`src/rtl/alu_md_decoder.sv`:
```
// ALU control decoder with an iterative multiply/divide unit and HI/LO registers.
// Multiply is shift-add and divide is restoring; both run on magnitudes, and the FIX state applies the signs.
module alu_md_decoder #(
  parameter int WIDTH = 32
) (
  input  logic             clk,
  input  logic             reset,
  input  logic             Valid,
  input  logic [1:0]       ALUOp,
  input  logic [5:0]       Funct,
  input  logic [WIDTH-1:0] SrcA,
  input  logic [WIDTH-1:0] SrcB,
  output logic [2:0]       ALUControl,
  output logic             IllegalFunct,
  output logic             MdSel,
  output logic [WIDTH-1:0] MdResult,
  output logic             Busy,
  output logic             Stall
);

  localparam int CW = $clog2(WIDTH) + 1;
  localparam logic [CW-1:0] LAST_ITER = CW'(WIDTH - 1);

  localparam logic [1:0] ST_IDLE = 2'd0;
  localparam logic [1:0] ST_MUL  = 2'd1;
  localparam logic [1:0] ST_DIV  = 2'd2;
  localparam logic [1:0] ST_FIX  = 2'd3;

  localparam logic [5:0] F_MFHI  = 6'b010000;
  localparam logic [5:0] F_MTHI  = 6'b010001;
  localparam logic [5:0] F_MFLO  = 6'b010010;
  localparam logic [5:0] F_MTLO  = 6'b010011;
  localparam logic [5:0] F_MULT  = 6'b011000;
  localparam logic [5:0] F_MULTU = 6'b011001;
  localparam logic [5:0] F_DIV   = 6'b011010;
  localparam logic [5:0] F_DIVU  = 6'b011011;

  localparam logic [2:0] C_AND  = 3'b000;
  localparam logic [2:0] C_OR   = 3'b001;
  localparam logic [2:0] C_ADD  = 3'b010;
  localparam logic [2:0] C_XOR  = 3'b011;
  localparam logic [2:0] C_SLTU = 3'b100;
  localparam logic [2:0] C_NOR  = 3'b101;
  localparam logic [2:0] C_SUB  = 3'b110;
  localparam logic [2:0] C_SLT  = 3'b111;

  logic [1:0]       state;
  logic [CW-1:0]    iter;
  logic [WIDTH-1:0] hi;
  logic [WIDTH-1:0] lo;
  logic [WIDTH-1:0] work_hi;
  logic [WIDTH-1:0] work_lo;
  logic [WIDTH-1:0] op_b;
  logic             neg_res;
  logic             neg_rem;
  logic             div_zero;
  logic             is_div;

  logic             md_funct;
  logic             md_op;
  logic             accept;
  logic             start_mul;
  logic             start_div;
  logic             signed_op;
  logic             a_neg;
  logic             b_neg;
  logic [WIDTH-1:0] a_abs;
  logic [WIDTH-1:0] b_abs;
  logic [WIDTH:0]   mul_sum;
  logic [WIDTH:0]   div_shift;
  logic [WIDTH:0]   div_diff;
  logic [2*WIDTH-1:0] product;
  logic [2*WIDTH-1:0] prod_fixed;
  logic [WIDTH-1:0] quot_fixed;
  logic [WIDTH-1:0] rem_fixed;

  // Main ALU decode; unknown R-type functs fall back to AND and raise the flag.
  always_comb begin
    ALUControl   = C_ADD;
    IllegalFunct = 1'b0;
    case (ALUOp)
      2'b00: ALUControl = C_ADD;
      2'b01: ALUControl = C_SUB;
      2'b11: ALUControl = C_OR;
      default: begin
        case (Funct)
          6'b100000, 6'b100001: ALUControl = C_ADD;
          6'b100010, 6'b100011: ALUControl = C_SUB;
          6'b100100:            ALUControl = C_AND;
          6'b100101:            ALUControl = C_OR;
          6'b100110:            ALUControl = C_XOR;
          6'b100111:            ALUControl = C_NOR;
          6'b101010:            ALUControl = C_SLT;
          6'b101011:            ALUControl = C_SLTU;
          F_MFHI, F_MTHI, F_MFLO, F_MTLO,
          F_MULT, F_MULTU, F_DIV, F_DIVU: ALUControl = C_ADD;
          default: begin
            ALUControl   = C_AND;
            IllegalFunct = 1'b1;
          end
        endcase
      end
    endcase
  end

  always_comb begin
    md_funct = 1'b0;
    case (Funct)
      F_MFHI, F_MTHI, F_MFLO, F_MTLO,
      F_MULT, F_MULTU, F_DIV, F_DIVU: md_funct = 1'b1;
      default: md_funct = 1'b0;
    endcase
  end

  assign Busy      = (state != ST_IDLE);
  assign md_op     = Valid & (ALUOp == 2'b10) & md_funct;
  assign Stall     = md_op & Busy;
  assign accept    = md_op & ~Busy;
  assign start_mul = accept & ((Funct == F_MULT) | (Funct == F_MULTU));
  assign start_div = accept & ((Funct == F_DIV) | (Funct == F_DIVU));
  assign MdSel     = accept & ((Funct == F_MFHI) | (Funct == F_MFLO));

  always_comb begin
    MdResult = '0;
    if (MdSel) begin
      MdResult = (Funct == F_MFHI) ? hi : lo;
    end
  end

  // Signed variants have an even funct; unsigned ones set bit 0.
  always_comb begin
    signed_op = ~Funct[0];
    a_neg     = signed_op & SrcA[WIDTH-1];
    b_neg     = signed_op & SrcB[WIDTH-1];
    a_abs     = a_neg ? (~SrcA + 1'b1) : SrcA;
    b_abs     = b_neg ? (~SrcB + 1'b1) : SrcB;
  end

  always_comb begin
    mul_sum    = {1'b0, work_hi} + {1'b0, (work_lo[0] ? op_b : '0)};
    div_shift  = {work_hi, work_lo[WIDTH-1]};
    div_diff   = div_shift - {1'b0, op_b};
    product    = {work_hi, work_lo};
    prod_fixed = neg_res ? (~product + 1'b1) : product;
    quot_fixed = div_zero ? '1 : (neg_res ? (~work_lo + 1'b1) : work_lo);
    rem_fixed  = neg_rem ? (~work_hi + 1'b1) : work_hi;
  end

  // The most-negative / -1 case needs no special path: the magnitude quotient is
  // 2^(WIDTH-1) with no negation, which is exactly the wrapped result.
  always_ff @(posedge clk or posedge reset) begin
    if (reset) begin
      state    <= ST_IDLE;
      iter     <= '0;
      work_hi  <= '0;
      work_lo  <= '0;
      op_b     <= '0;
      neg_res  <= 1'b0;
      neg_rem  <= 1'b0;
      div_zero <= 1'b0;
      is_div   <= 1'b0;
    end else begin
      case (state)
        ST_IDLE: begin
          iter <= '0;
          if (start_mul) begin
            work_hi <= '0;
            work_lo <= b_abs;
            op_b    <= a_abs;
            neg_res <= a_neg ^ b_neg;
            neg_rem <= 1'b0;
            div_zero <= 1'b0;
            is_div  <= 1'b0;
            state   <= ST_MUL;
          end else if (start_div) begin
            work_hi  <= '0;
            work_lo  <= a_abs;
            op_b     <= b_abs;
            neg_res  <= a_neg ^ b_neg;
            neg_rem  <= a_neg;
            div_zero <= (SrcB == '0);
            is_div   <= 1'b1;
            state    <= ST_DIV;
          end
        end
        ST_MUL: begin
          work_hi <= mul_sum[WIDTH:1];
          work_lo <= {mul_sum[0], work_lo[WIDTH-1:1]};
          iter    <= iter + CW'(1);
          if (iter == LAST_ITER) state <= ST_FIX;
        end
        ST_DIV: begin
          if (!div_diff[WIDTH]) begin
            work_hi <= div_diff[WIDTH-1:0];
            work_lo <= {work_lo[WIDTH-2:0], 1'b1};
          end else begin
            work_hi <= div_shift[WIDTH-1:0];
            work_lo <= {work_lo[WIDTH-2:0], 1'b0};
          end
          iter <= iter + CW'(1);
          if (iter == LAST_ITER) state <= ST_FIX;
        end
        default: begin
          iter  <= '0;
          state <= ST_IDLE;
        end
      endcase
    end
  end

  // A zero divisor leaves the magnitude dividend as remainder, so only LO needs overriding.
  always_ff @(posedge clk or posedge reset) begin
    if (reset) begin
      hi <= '0;
      lo <= '0;
    end else if (accept && Funct == F_MTHI) begin
      hi <= SrcA;
    end else if (accept && Funct == F_MTLO) begin
      lo <= SrcA;
    end else if (state == ST_FIX) begin
      if (is_div) begin
        hi <= rem_fixed;
        lo <= quot_fixed;
      end else begin
        hi <= prod_fixed[2*WIDTH-1:WIDTH];
        lo <= prod_fixed[WIDTH-1:0];
      end
    end
  end

endmodule

```
`config.mk`:
```
export PLATFORM = sky130hd
export DESIGN_NAME = alu_md_decoder
export DESIGN_NICKNAME = d
export VERILOG_FILES = /design/src/rtl/alu_md_decoder.sv
export SDC_FILE = /design/constraint.sdc
export NUM_CORES = 1
export LEC_CHECK = 0
export ABC_AREA = 0
export BUFFER_PORTS_ARGS = -buffer_cell sky130_fd_sc_hd__buf_2
export CAP_MARGIN = 10
export CORE_MARGIN = 2
export CORE_UTILIZATION = 34
export DETAILED_ROUTE_END_ITERATION = 10
export MAX_ROUTING_LAYER = met4
export SLEW_MARGIN = 0
export SYNTH_ARGS = -nofsm -noshare
export SYNTH_HDL_FRONTEND = slang
export SYNTH_SLANG_ARGS = --single-unit
```
`constraint.sdc`:
```
create_clock -name clk -period 7.2 [get_ports clk]
set_clock_uncertainty 0.2 [all_clocks]
set_input_delay 0.72 -clock clk [delete_from_list [all_inputs] [get_ports clk]]
set_output_delay 0.72 -clock clk [all_outputs]
set_load 0.01 [all_outputs]
```
### Yosys cells after proc, flatten, opt, wreduce, memory -nomap -nowiden

Memories as Yosys holds them, arrays and structs flattened.
Cells that the tools add are included.

* memories kept: 1
* ROM bits: 32
* output and inout bits: 39
* bits of input ports: 75
* word-level logic and storage cells: 133
* register bits: 172

Memories
* (name not given): words 32, bits a word 1, rd ports 1, clocked after Yosys merged registers in 0, wr ports 0, RTL line 108 `case (Funct)`

* equality and inequality tests: 28
* reductions and logical operators: 20
* bitwise gates (word level): 21
* mux-type cells: 44
* add/sub/neg operators: 8

Operators by type and width (number)
* 2-to-1 mux 32 bit: 22
* one-hot mux 32 bit (3 select lines): 2
* adder 32 x 1 -> 32 bit, second input constant: 4
* inverter 32 bit: 4
* adder 64 x 1 -> 64 bit, second input constant: 1
* 2-to-1 mux 64 bit: 1
* inverter 64 bit: 1
* == test 6 bit, second input constant: 10
* == test 6 x 5 -> 1 bit, second input constant: 9
* adder 32 x 32 -> 33 bit: 1
* subtractor 33 x 32 -> 33 bit: 1
* zero test 32 bit: 1
* one-hot mux 3 bit (7 select lines): 1
* OR reduction 18 bit: 1
* 2-to-1 mux 1 bit: 12
* AND reduction 2 bit: 5
* OR reduction 10 bit: 1
* bitwise AND 1 bit: 9
* one-hot mux 3 bit (3 select lines): 1
* == test 2 bit, second input constant: 4
* nonzero test 2 bit: 4
* adder 6 x 1 -> 6 bit, second input constant: 1
* 2-to-1 mux 2 bit: 3
* 2-to-1 mux 6 bit: 1
* other kinds (13): 21

### Longest topological paths before layout

Gate-level depths: netlist of run 1.

* depth after elaboration: 8
* mapped depth: 14
* mapped depth without buffers: 12

### Least setup slack after synthesis of run 1

Ideal clock, no wire load.

* path type: register to register
* start point: register work_lo[0]
* end point: register work_hi[27]
* setup time: 0.126 ns
* setup slack: 3.758 ns
* required time: 6.874 ns
* arrival time: 3.116 ns
* cell stages (with the launch flop): 14
* buffers on the path: 1
* path through: dfrtp_1 clkinv_1 clkbuf_1 nor2_1 ha_1 a21oi_1 o211ai_1 a2111oi_0 o21bai_1 a21oi_1 o31ai_1 xnor2_1 o21ai_0 a221o_1

* longest elaborated chain between the ends: 3

Ends and longest elaborated chain
* from (decl): RTL line 52 `logic [WIDTH-1:0] work_lo;`
* from (signal assigned): RTL line 168 `work_lo <= b_abs;`
* from (signal assigned): RTL line 177 `work_lo <= a_abs;`
* from (signal assigned): RTL line 188 `work_lo <= {mul_sum[0], work_lo[WIDTH-1:1]};`
* 2-to-1 mux 32 bit: RTL line 140 `mul_sum = {1'b0, work_hi} + {1'b0, (work_lo[0] ? op_b : '0)};`
* adder 32 x 32 -> 33 bit: RTL line 140
* one-hot mux 32 bit (3 select lines): RTL line 163 `case (state)`
* to (signal assigned): RTL line 187 `work_hi <= mul_sum[WIDTH:1];`
* to (signal assigned): RTL line 194 `work_hi <= div_diff[WIDTH-1:0];`
* to (signal assigned): RTL line 197 `work_hi <= div_shift[WIDTH-1:0];`
* to (decl): RTL line 51 `logic [WIDTH-1:0] work_hi;`

No other way between the ends.
A chain may end at the register's enable or synchronous reset.

### Final worst setup path of run 1

Ends and elaborated chain as after synthesis.

==> flow_summary.yaml, run 1 <==
sta:
  setup_viol_count_final: 0
  layout_min_cycle_time_ps: 4790
  post-route-period-util: 0.665
  setup_tns_ps: 0
  worst_slew_pin_slew_ps: 1220
  relSlewSlack: 0.187
  slew_violations: 0
  hold_viol_final: 0
  fmax_ghz: 0.209
  fin_ws_ps: 2410
  holdWs_ps: 86.8
  rsz0062_at_grt: "no"
global_routing:
  track_usage: 0.266
  globalRoute.totalOverflow: 0
  antenna_found_initial: 1
  grt_pass1_vias: 15400
  grt_pass1_wl_um: 93700
  grt_max_degree: 67
cts:
  clockBufferDepth: 2
  root_buffer: "clkbuf_16"
  cts_made_buffers: 17
  clk-insertion-delay-late_ps: 460
  cts_max_level: 4
  holdBufCountCts: 0
  post_cts_buffers: 0
  cts_resized: 0
  cts_tree: "built"
  clkSlewWorstSetupHoldPaths_ps: 70
  cts_num_sinks: 172
cells_and_area:
  drive_gt1_frac: 0.0990
  fin_util: 0.378
  fill_cells: 4762
  layout.nets: 2238
  final_design_area_no_fill_um2: 17100
  syn_to_final_growth_pct: 10.3
  final_cells: 2702
critical_path:
  rr_startpoint: "work_lo[0]$_DFFE_PP0P_"
  cp.arrival_ps: 4930
  worstRegToRegCells: 13
  rr_endpoint: "work_hi[27]$_DFFE_PP0P_"
  worstSetupStartpoint: "work_lo[0]$_DFFE_PP0P_"
  endpoint: "work_hi[27]$_DFFE_PP0P_"
  rrSetupSlack_ps: 2410
  crit_fanout: 24
  crit_type: "reg2reg"
  cp-start-kind: "flip-flop"
  cp_data_required_time_ps: 7340
  end_kind: "flip-flop"
logic_synthesis:
  synth_seq_area_share: 0.278
  synth_seq_cells: 172
  synth-main-ff-cell: "dfrtp_1"
  synth-edff-count: 0
  synthArstFlopShare: 1.00
  synth_area_um2: 15500
  synth_warnings: 0
  synth_cells: 2072
  syn_nets: 2222
  synth_cell_types: 74
  syn_avg_cell_area_um2: 7.47
place:
  port_buffers: 113
  placedCellCount: 2668
  gp_congestion: 0.974
  place_ws_ps: 2550
  dp_hpwl_um: 47000
  postPlaceCellArea_um2: 16500
routing:
  drt_first_pass_iters: 6
  via_count: 16400
  drc: 0
  drt_wl_total_um: 61500
  vias_per_cell: 6.06
  ant_nets: 0
  wl_per_cell_um: 22.8
  drt_iter0_markers: 1965
flow_run:
  maxCapViolCount: 0
pwr:
  p_leak_nw: 7.49
  power_per_cell_area_nw_per_um2: 487
  vdd_drop_max_v: 0.000307
  total_power_mw: 8.31
floorplan:
  start_util: 0.343
  die_area_um2: 47300
  die_w_um: 217
  fp.dieH_um: 217
  core-area_um2: 45200
  num_io_pins: 114
  fp-row-count: 78
outcome:
  outcome: "complete, no violations"
worst_hold_path:
  hp-class: "in2async"
-- worst min path at each step --
| stage | depth (start not counted) | startpoint | slack [ps] | to |
|---|---|---|---|---|
| 6_report | 2 | reset | 90 | work_hi[6]$_DFFE_PP0P_ |
| 4_1_cts | 2 | reset | 110 | work_hi[15]$_DFFE_PP0P_ |
| 2_1_floorplan | 1 | iter[0]$_DFF_PP0_ | 220 | iter[0]$_DFF_PP0_ |
| 5_1_grt | 2 | reset | 120 | work_hi[5]$_DFFE_PP0P_ |
| 3_5_place_dp | 1 | iter[0]$_DFF_PP0_ | 250 | iter[0]$_DFF_PP0_ |
| 3_3_place_gp | 1 | iter[0]$_DFF_PP0_ | 240 | iter[0]$_DFF_PP0_ |
-- cell usage in the layout, fill, tap and decap left out, types with 32 or more instances in the layout --
cell / Yosys / routed
o22ai_1: 43 / 43
a21o_1: 37 / 37
a21oi_1: 236 / 236
inv_1: 62 / 61
ha_1: 73 / 73
nor3_1: 33 / 32
nand2_1: 271 / 271
nand3_1: 32 / 32
buf_2: 4 / 113
nor2_1: 193 / 192
o21ai_0: 201 / 201
xnor2_1: 94 / 93
dfrtp_1: 172 / 172
xor2_1: 79 / 79
-- where the power goes --
group	total, mW	internal, mW	switching, mW	leakage, nW
logic	5.41	2.09	3.32	4.98
registers	1.95	1.34	0.608	2.23
clock network	0.953	0.503	0.450	0.281
total	8.31	3.93	4.38	7.49
-- synthesized netlist by cell type (13+ instances only) --
| cell | n | area, um^2 |
|---|---|---|
| a31oi_1 | 26 | 163 |
| a221o_1 | 19 | 190 |
| clkbuf_1 | 123 | 462 |
| and3_1 | 27 | 169 |
| nand3_1 | 32 | 160 |
| nand2_1 | 271 | 1020 |
| nand4_1 | 15 | 93.8 |
| a21oi_1 | 236 | 1180 |
| mux2i_1 | 25 | 250 |
| xnor2_1 | 94 | 823 |
| nor2b_1 | 13 | 81.3 |
| xor2_1 | 79 | 692 |
| o31ai_1 | 28 | 210 |
| or4_1 | 15 | 113 |
| a22o_1 | 15 | 131 |
| o21ai_0 | 201 | 1010 |
| inv_1 | 62 | 233 |
| o22ai_1 | 43 | 269 |
| a22oi_1 | 24 | 180 |
| nand2b_1 | 19 | 119 |
| dfrtp_1 | 172 | 4300 |
| a21o_1 | 37 | 278 |
| ha_1 | 73 | 913 |
| nor3_1 | 33 | 165 |
| nor2_1 | 193 | 724 |
| or3_1 | 18 | 113 |
-- critical path: stages, from the launching register on --
cell and delay (ps):
dfrtp_1 480, clkinv_1 240, buf_4 350, nor2_1 130, fa_1 450, a21oi_1 230
o211ai_1 170, a2111oi_0 880, o21bai_1 270, a21oi_1 540, o31ai_1 200, xnor2_1 160
o21ai_0 100, a221o_1 290
-- per-layer routing --
layer | track usage | share of wire
met5 | - | 0
met3 | 0.0393 | 0.095
met1 | 0.378 | 0.45
met2 | 0.383 | 0.42
met4 | 0.0890 | 0.031
-- area by class of cell --
| cell class | count | area [um^2] | share of cell area |
|---|---|---|---|
| sequential | 172 | 4300 | 0.252 |
| timing repair buffer | 138 | 757 | 0.0443 |
| inverter | 63 | 241 | 0.0141 |
| clock inverter | 13 | 129 | 0.00755 |
| antenna | 1 | 2.50 | 0.000147 |
| tap | 600 | 751 | 0.0440 |
| clock buffer | 19 | 453 | 0.0265 |
| multi-input combinational | 1696 | 10400 | 0.611 |
-- cell families (layout without fill, tap and decap cells) --
kind of cell | count (synthesis) | count (layout) | share of synthesized area
XOR/XNOR | 173 | 173 | 0.0979
AO/OA/AOI/OAI | 733 | 733 | 0.291
flip-flops | 172 | 172 | 0.278
AND/OR/NAND/NOR | 687 | 687 | 0.203
adder cells (fa/ha/maj) | 75 | 75 | 0.0616
multiplexers | 28 | 28 | 0.0183
buffers and inverters | 204 | 233 | 0.0503
other | 0 | 1 | 0
-- flip-flops by register name (all words and copies together), names as in the netlist --
| signal | count |
|---|---|
| op_b | 32 |
| neg_rem | 1 |
| lo | 32 |
| work_hi | 32 |
| is_div | 1 |
| iter | 6 |
| work_lo | 32 |
| neg_res | 1 |
| div_zero | 1 |
| state | 2 |
| hi | 32 |
Note: power is estimated with default switching activity, not from simulation.
==> inputs of run 2 (changes only) <==
==> constraint.sdc (replaced) <==
create_clock -name clk -period 4.7 [get_ports clk]
set_clock_uncertainty 0.2 [all_clocks]
set_input_delay 0.47 -clock clk [delete_from_list [all_inputs] [get_ports clk]]
set_output_delay 0.47 -clock clk [all_outputs]
set_load 0.01 [all_outputs]
==> run 2 against run 1 <==
Compared with the run above: the run now ends with hold timing left; combinational power increased by 61%; register-to-register slack got worse by 1700 ps; die area unchanged; utilization increased by 0.42 points; critical path depth unchanged; critical endpoint is now work_hi[0]$_DFFE_PP0P_.
==> flow_summary.yaml, run 2 (same netlist as run 1, synthesis figures left out) <==
place:
  gp_congestion: 0.978
  placedCellCount: 2691
  port_buffers: 113
  postPlaceCellArea_um2: 16700
  place_ws_ps: 788
  dp_hpwl_um: 48700
outcome:
  outcome: "finished, violations left"
  violations: "hold timing"
pwr:
  p_leak_nw: 7.61
  vdd_drop_max_v: 0.000633
  total_power_mw: 13.0
  power_per_cell_area_nw_per_um2: 756
cts:
  clkSlewWorstSetupHoldPaths_ps: 80
  cts_made_buffers: 17
  post_cts_buffers: 0
  holdBufCountCts: 0
  root_buffer: "clkbuf_16"
  clockBufferDepth: 2
  cts_tree: "built"
  cts_num_sinks: 172
  cts_max_level: 4
  clk-insertion-delay-late_ps: 450
  cts_resized: 0
cells_and_area:
  fill_cells: 4687
  final_cell_mix: "271 x nand2_1, 236 x a21oi_1, 201 x o21ai_0"
  syn_to_final_growth_pct: 11.5
  layout.nets: 2260
  final_common_cell: "nand2_1"
  final_design_area_no_fill_um2: 17300
  final_cells: 2725
  drive_gt1_frac: 0.107
  fin_util: 0.382
floorplan:
  core-area_um2: 45200
  die_w_um: 217
  fp-row-count: 78
  fp.dieH_um: 217
  start_util: 0.343
  die_area_um2: 47300
  num_io_pins: 114
global_routing:
  grt_pass1_wl_um: 95600
  antenna_found_initial: 0
  grt_max_degree: 173
  grt_pass1_vias: 15200
  globalRoute.totalOverflow: 0
  track_usage: 0.273
sta:
  fmax_ghz: 0.250
  relSlewSlack: 0.0998
  setup_tns_ps: 0
  post-route-period-util: 0.851
  rsz0062_at_grt: "no"
  holdWs_ps: -68.3
  worst_slew_pin_slew_ps: 1350
  hold_viol_final: 8
  setup_viol_count_final: 0
  layout_min_cycle_time_ps: 4000
  fin_ws_ps: 702
  slew_violations: 0
critical_path:
  max_stage_delay_ps: 580
  cp_cell_sequence: "inv_1, ha_1, fa_1, nand2b_1, a21o_1, a21boi_0, o211ai_1, or4b_1, a21oi_1, xnor2_2, buf_12, mux2_2, o21ai_0"
  crit_fanout: 26
  end_kind: "flip-flop"
  cp-start-kind: "flip-flop"
  cp.arrival_ps: 4170
  cp_data_required_time_ps: 4870
  crit_type: "reg2reg"
  crit_slowest_cell: "xnor2_2"
routing:
  vias_per_cell: 6.05
  drc: 0
  drt_first_pass_iters: 5
  ant_nets: 0
  drt_wl_total_um: 63400
  wl_per_cell_um: 23.3
  via_count: 16500
  drt_iter0_markers: 2187
worst_hold_path:
  hp-class: "in2async"
flow_run:
  maxCapViolCount: 0
-- run 2: changes by cell type in the layout (fill, tap and decap cells not counted), sizes merged --
cell      previous run  this run
diode                1         2
inv                 68        67
buf                138       160
clkbuf              19        21
clkinvlp             3         2
-- run 2: worst max-delay path, delay by kind of cell, from the launching register on --
kind / cells / cell delay (ps)
xor+xnor: 1 / 580
flops: 1 / 400
fa+ha+maj: 2 / 630
mux: 1 / 360
compound gates: 5 / 900
buf+inv: 2 / 410
simple gates: 2 / 400
-- run 2: metal layers --
| metal | track usage | part of all wire | vias up | wire [um] |
|---|---|---|---|---|
| li1 | - | - | 7552 | - |
| met1 | 0.388 | 0.46 | 8060 | 29200 |
| met2 | 0.392 | 0.42 | 772 | 26900 |
| met3 | 0.0460 | 0.084 | 98 | 5320 |
| met4 | 0.0854 | 0.032 | 0 | 2030 |
| met5 | - | 0 | - | 0 |
-- run 2: worst paths after layout --
path | endpoint | depth (start not counted) | slack, ps | start
max reg2reg | work_hi[0]$_DFFE_PP0P_ | 13 | 700 | work_lo[31]$_DFFE_PP0P_
min reg2reg | iter[0]$_DFF_PP0_ | 1 | 260 | iter[0]$_DFF_PP0_
max | work_hi[0]$_DFFE_PP0P_ | 13 | 700 | work_lo[31]$_DFFE_PP0P_
min in group clk | hi[14]$_DFFE_PP0P_ | 3 | 130 | SrcA[14]
min | work_hi[7]$_DFFE_PP0P_ | 3 | -70 | reset
max in group asynchronous | work_lo[16]$_DFFE_PP0P_ | 3 | 3250 | reset
-- run 2: area by class of cell --
class,count,area (um^2),share of cell area
Tap cell,600,751,0.0435
Clock buffer,21,460,0.0267
Multi-Input combinational cell,1696,10400,0.605
Timing Repair Buffer,160,943,0.0547
Antenna cell,2,5.00,0.000290
Clock inverter,11,121,0.00703
Sequential cell,172,4300,0.249
Inverter,63,240,0.0139
-- run 2: where the power goes --
part,switching [mW],internal (mW)
clock network,0.716,0.778
logic,5.39,3.34
registers,0.765,2.06
total,6.87,6.18
==> inputs of run 3 (changes only) <==
--- a/config.mk
+++ b/config.mk
@@ -12,6 +12,7 @@
 export CORE_UTILIZATION = 34
 export DETAILED_ROUTE_END_ITERATION = 10
 export MAX_ROUTING_LAYER = met4
+export RECOVER_POWER = 50
 export SLEW_MARGIN = 0
 export SYNTH_ARGS = -nofsm -noshare
 export SYNTH_HDL_FRONTEND = slang
==> run 3 against run 2 <==
Compared with the run above: wire length about the same; register-to-register slack worse by 280 ps; power down 0.16%; worst setup slack worse by 280 ps; via count down 0.32%; highest routed layer unchanged; the flow finishes with violations (capacitance limit, slew limit); non-clock buffer count unchanged.
==> flow_summary.yaml, run 3 (same netlist as run 1, synthesis figures left out) <==
outcome:
  outcome: "finished, violations left"
  violations: "capacitance limit, slew limit"
global_routing:
  antenna_found_initial: 0
  use_met1: 0.388
  grtUsageMet2: 0.392
  track_usage: 0.273
  grt-busiest-layer: "met2"
  grt_pass1_wl_um: 95600
  globalRoute.totalOverflow: 0
  grt_pass1_vias: 15200
  grtUsageMet3: 0.0460
  grt_max_degree: 173
routing:
  drt_iter0_markers: 2273
  via_count: 16400
  drt_wl_total_um: 63400
  wl_per_cell_um: 23.3
  ant_nets: 0
  vias_per_cell: 6.03
  drc: 0
  drt_first_pass_iters: 6
sta:
  relSlewSlack: -0.774
  setup_viol_count_final: 0
  setup_tns_ps: 0
  holdWs_ps: 132
  worst_slew_pin_slew_ps: 2660
  fmax_ghz: 0.234
  rsz0062_at_grt: "no"
  post-route-period-util: 0.911
  layout_min_cycle_time_ps: 4280
  hold_viol_final: 0
  slew_violations: 223
flow_run:
  maxCapViolCount: 2
floorplan:
  core-area_um2: 45200
  die_area_um2: 47300
  fp-row-count: 78
  die_w_um: 217
  fp.dieH_um: 217
  start_util: 0.343
  num_io_pins: 114
cts:
  cts_tree: "built"
  clkSlewWorstSetupHoldPaths_ps: 80
  clockBufferDepth: 2
  root_buffer: "clkbuf_16"
  cts_num_sinks: 172
  cts_resized: 0
  clk-insertion-delay-late_ps: 450
  cts_max_level: 4
  post_cts_buffers: 0
  holdBufCountCts: 0
  cts_made_buffers: 17
cells_and_area:
  final_cell_mix: "271 x nand2_1, 236 x a21oi_1, 201 x o21ai_0"
  layout.nets: 2260
  antenna_cells: 0
  final_common_cell: "nand2_1"
  syn_to_final_growth_pct: 11.3
  fill_cells: 4699
  drive_gt1_frac: 0.103
critical_path:
  cp-start-kind: "flip-flop"
  cp_data_required_time_ps: 4870
  end_kind: "flip-flop"
  rr_endpoint: "work_lo[31]$_DFFE_PP0P_"
  rr_startpoint: "state[0]$_DFFE_PP0P_"
  worstSetupStartpoint: "state[0]$_DFFE_PP0P_"
  endpoint: "work_lo[31]$_DFFE_PP0P_"
  crit_type: "reg2reg"
  crit_fanout: 49
  worstRegToRegCells: 9
  rrSetupSlack_ps: 420
  cp.arrival_ps: 4460
pwr:
  vdd_drop_max_v: 0.000629
  p_leak_nw: 7.57
  power_per_cell_area_nw_per_um2: 756
worst_hold_path:
  hp-class: "in2reg"
place:
  gp_congestion: 0.978
  port_buffers: 113
  dp_hpwl_um: 48700
run 3: critical path: stages, from the launching register on:
cell	delay, ps
dfrtp_1	410
inv_1	80
ha_1	340
and4_1	390
nand2_1	140
clkbuf_1	1710
o21ai_2	140
nand2_1	390
o21ai_0	240
a21oi_1	160
run 3: how the worst min path moves through the flow:
| stage | cells after the start | slack [ps] | start | to |
|---|---|---|---|---|
| 2_1_floorplan | 1 | 220 | iter[0]$_DFF_PP0_ | iter[0]$_DFF_PP0_ |
| 3_3_place_gp | 1 | 240 | iter[0]$_DFF_PP0_ | iter[0]$_DFF_PP0_ |
| 3_5_place_dp | 1 | 250 | iter[0]$_DFF_PP0_ | iter[0]$_DFF_PP0_ |
| 4_1_cts | 3 | 120 | SrcA[8] | hi[8]$_DFFE_PP0P_ |
| 5_1_grt | 3 | 130 | SrcA[19] | hi[19]$_DFFE_PP0P_ |
| 6_report | 3 | 130 | SrcA[19] | hi[19]$_DFFE_PP0P_ |
run 3: cell type report:
type / instances / area [um^2] / share of cell area
inverters: 63 / 240 / 0.0139
well taps: 600 / 751 / 0.0436
repair buffers: 160 / 915 / 0.0531
flip-flops and latches: 172 / 4300 / 0.250
clock inverters: 11 / 121 / 0.00705
multi-input cells: 1696 / 10400 / 0.606
clock buffers: 21 / 460 / 0.0267
run 3: routing by layer:
metal | up-vias | share of wire
met5 | - | 0
met2 | 774 | 0.42
met3 | 94 | 0.086
met4 | 0 | 0.032
li1 | 7541 | -
met1 | 8021 | 0.46
run 3: per-stage QoR:
stage                     total power, mW  instance area [um^2]  cells  utilization  worst slack [ps]
final                                13.0                 17200   2723        0.381               419
after CTS                            12.8                 17300   2723        0.382               737
after global placement               11.3                 16700   2691        0.369               823
after detailed placement             11.3                 16700   2691        0.369               788
after global routing                 13.9                 17200   2723        0.381               244
after floorplan                      8.69                 15500   2072            -              1260
run 3: power breakdown:
part	internal, mW	switching, mW	total (mW)
Clock	0.778	0.713	1.49
Combinational	3.33	5.38	8.71
Sequential	2.06	0.765	2.82
Total	6.17	6.85	13.0
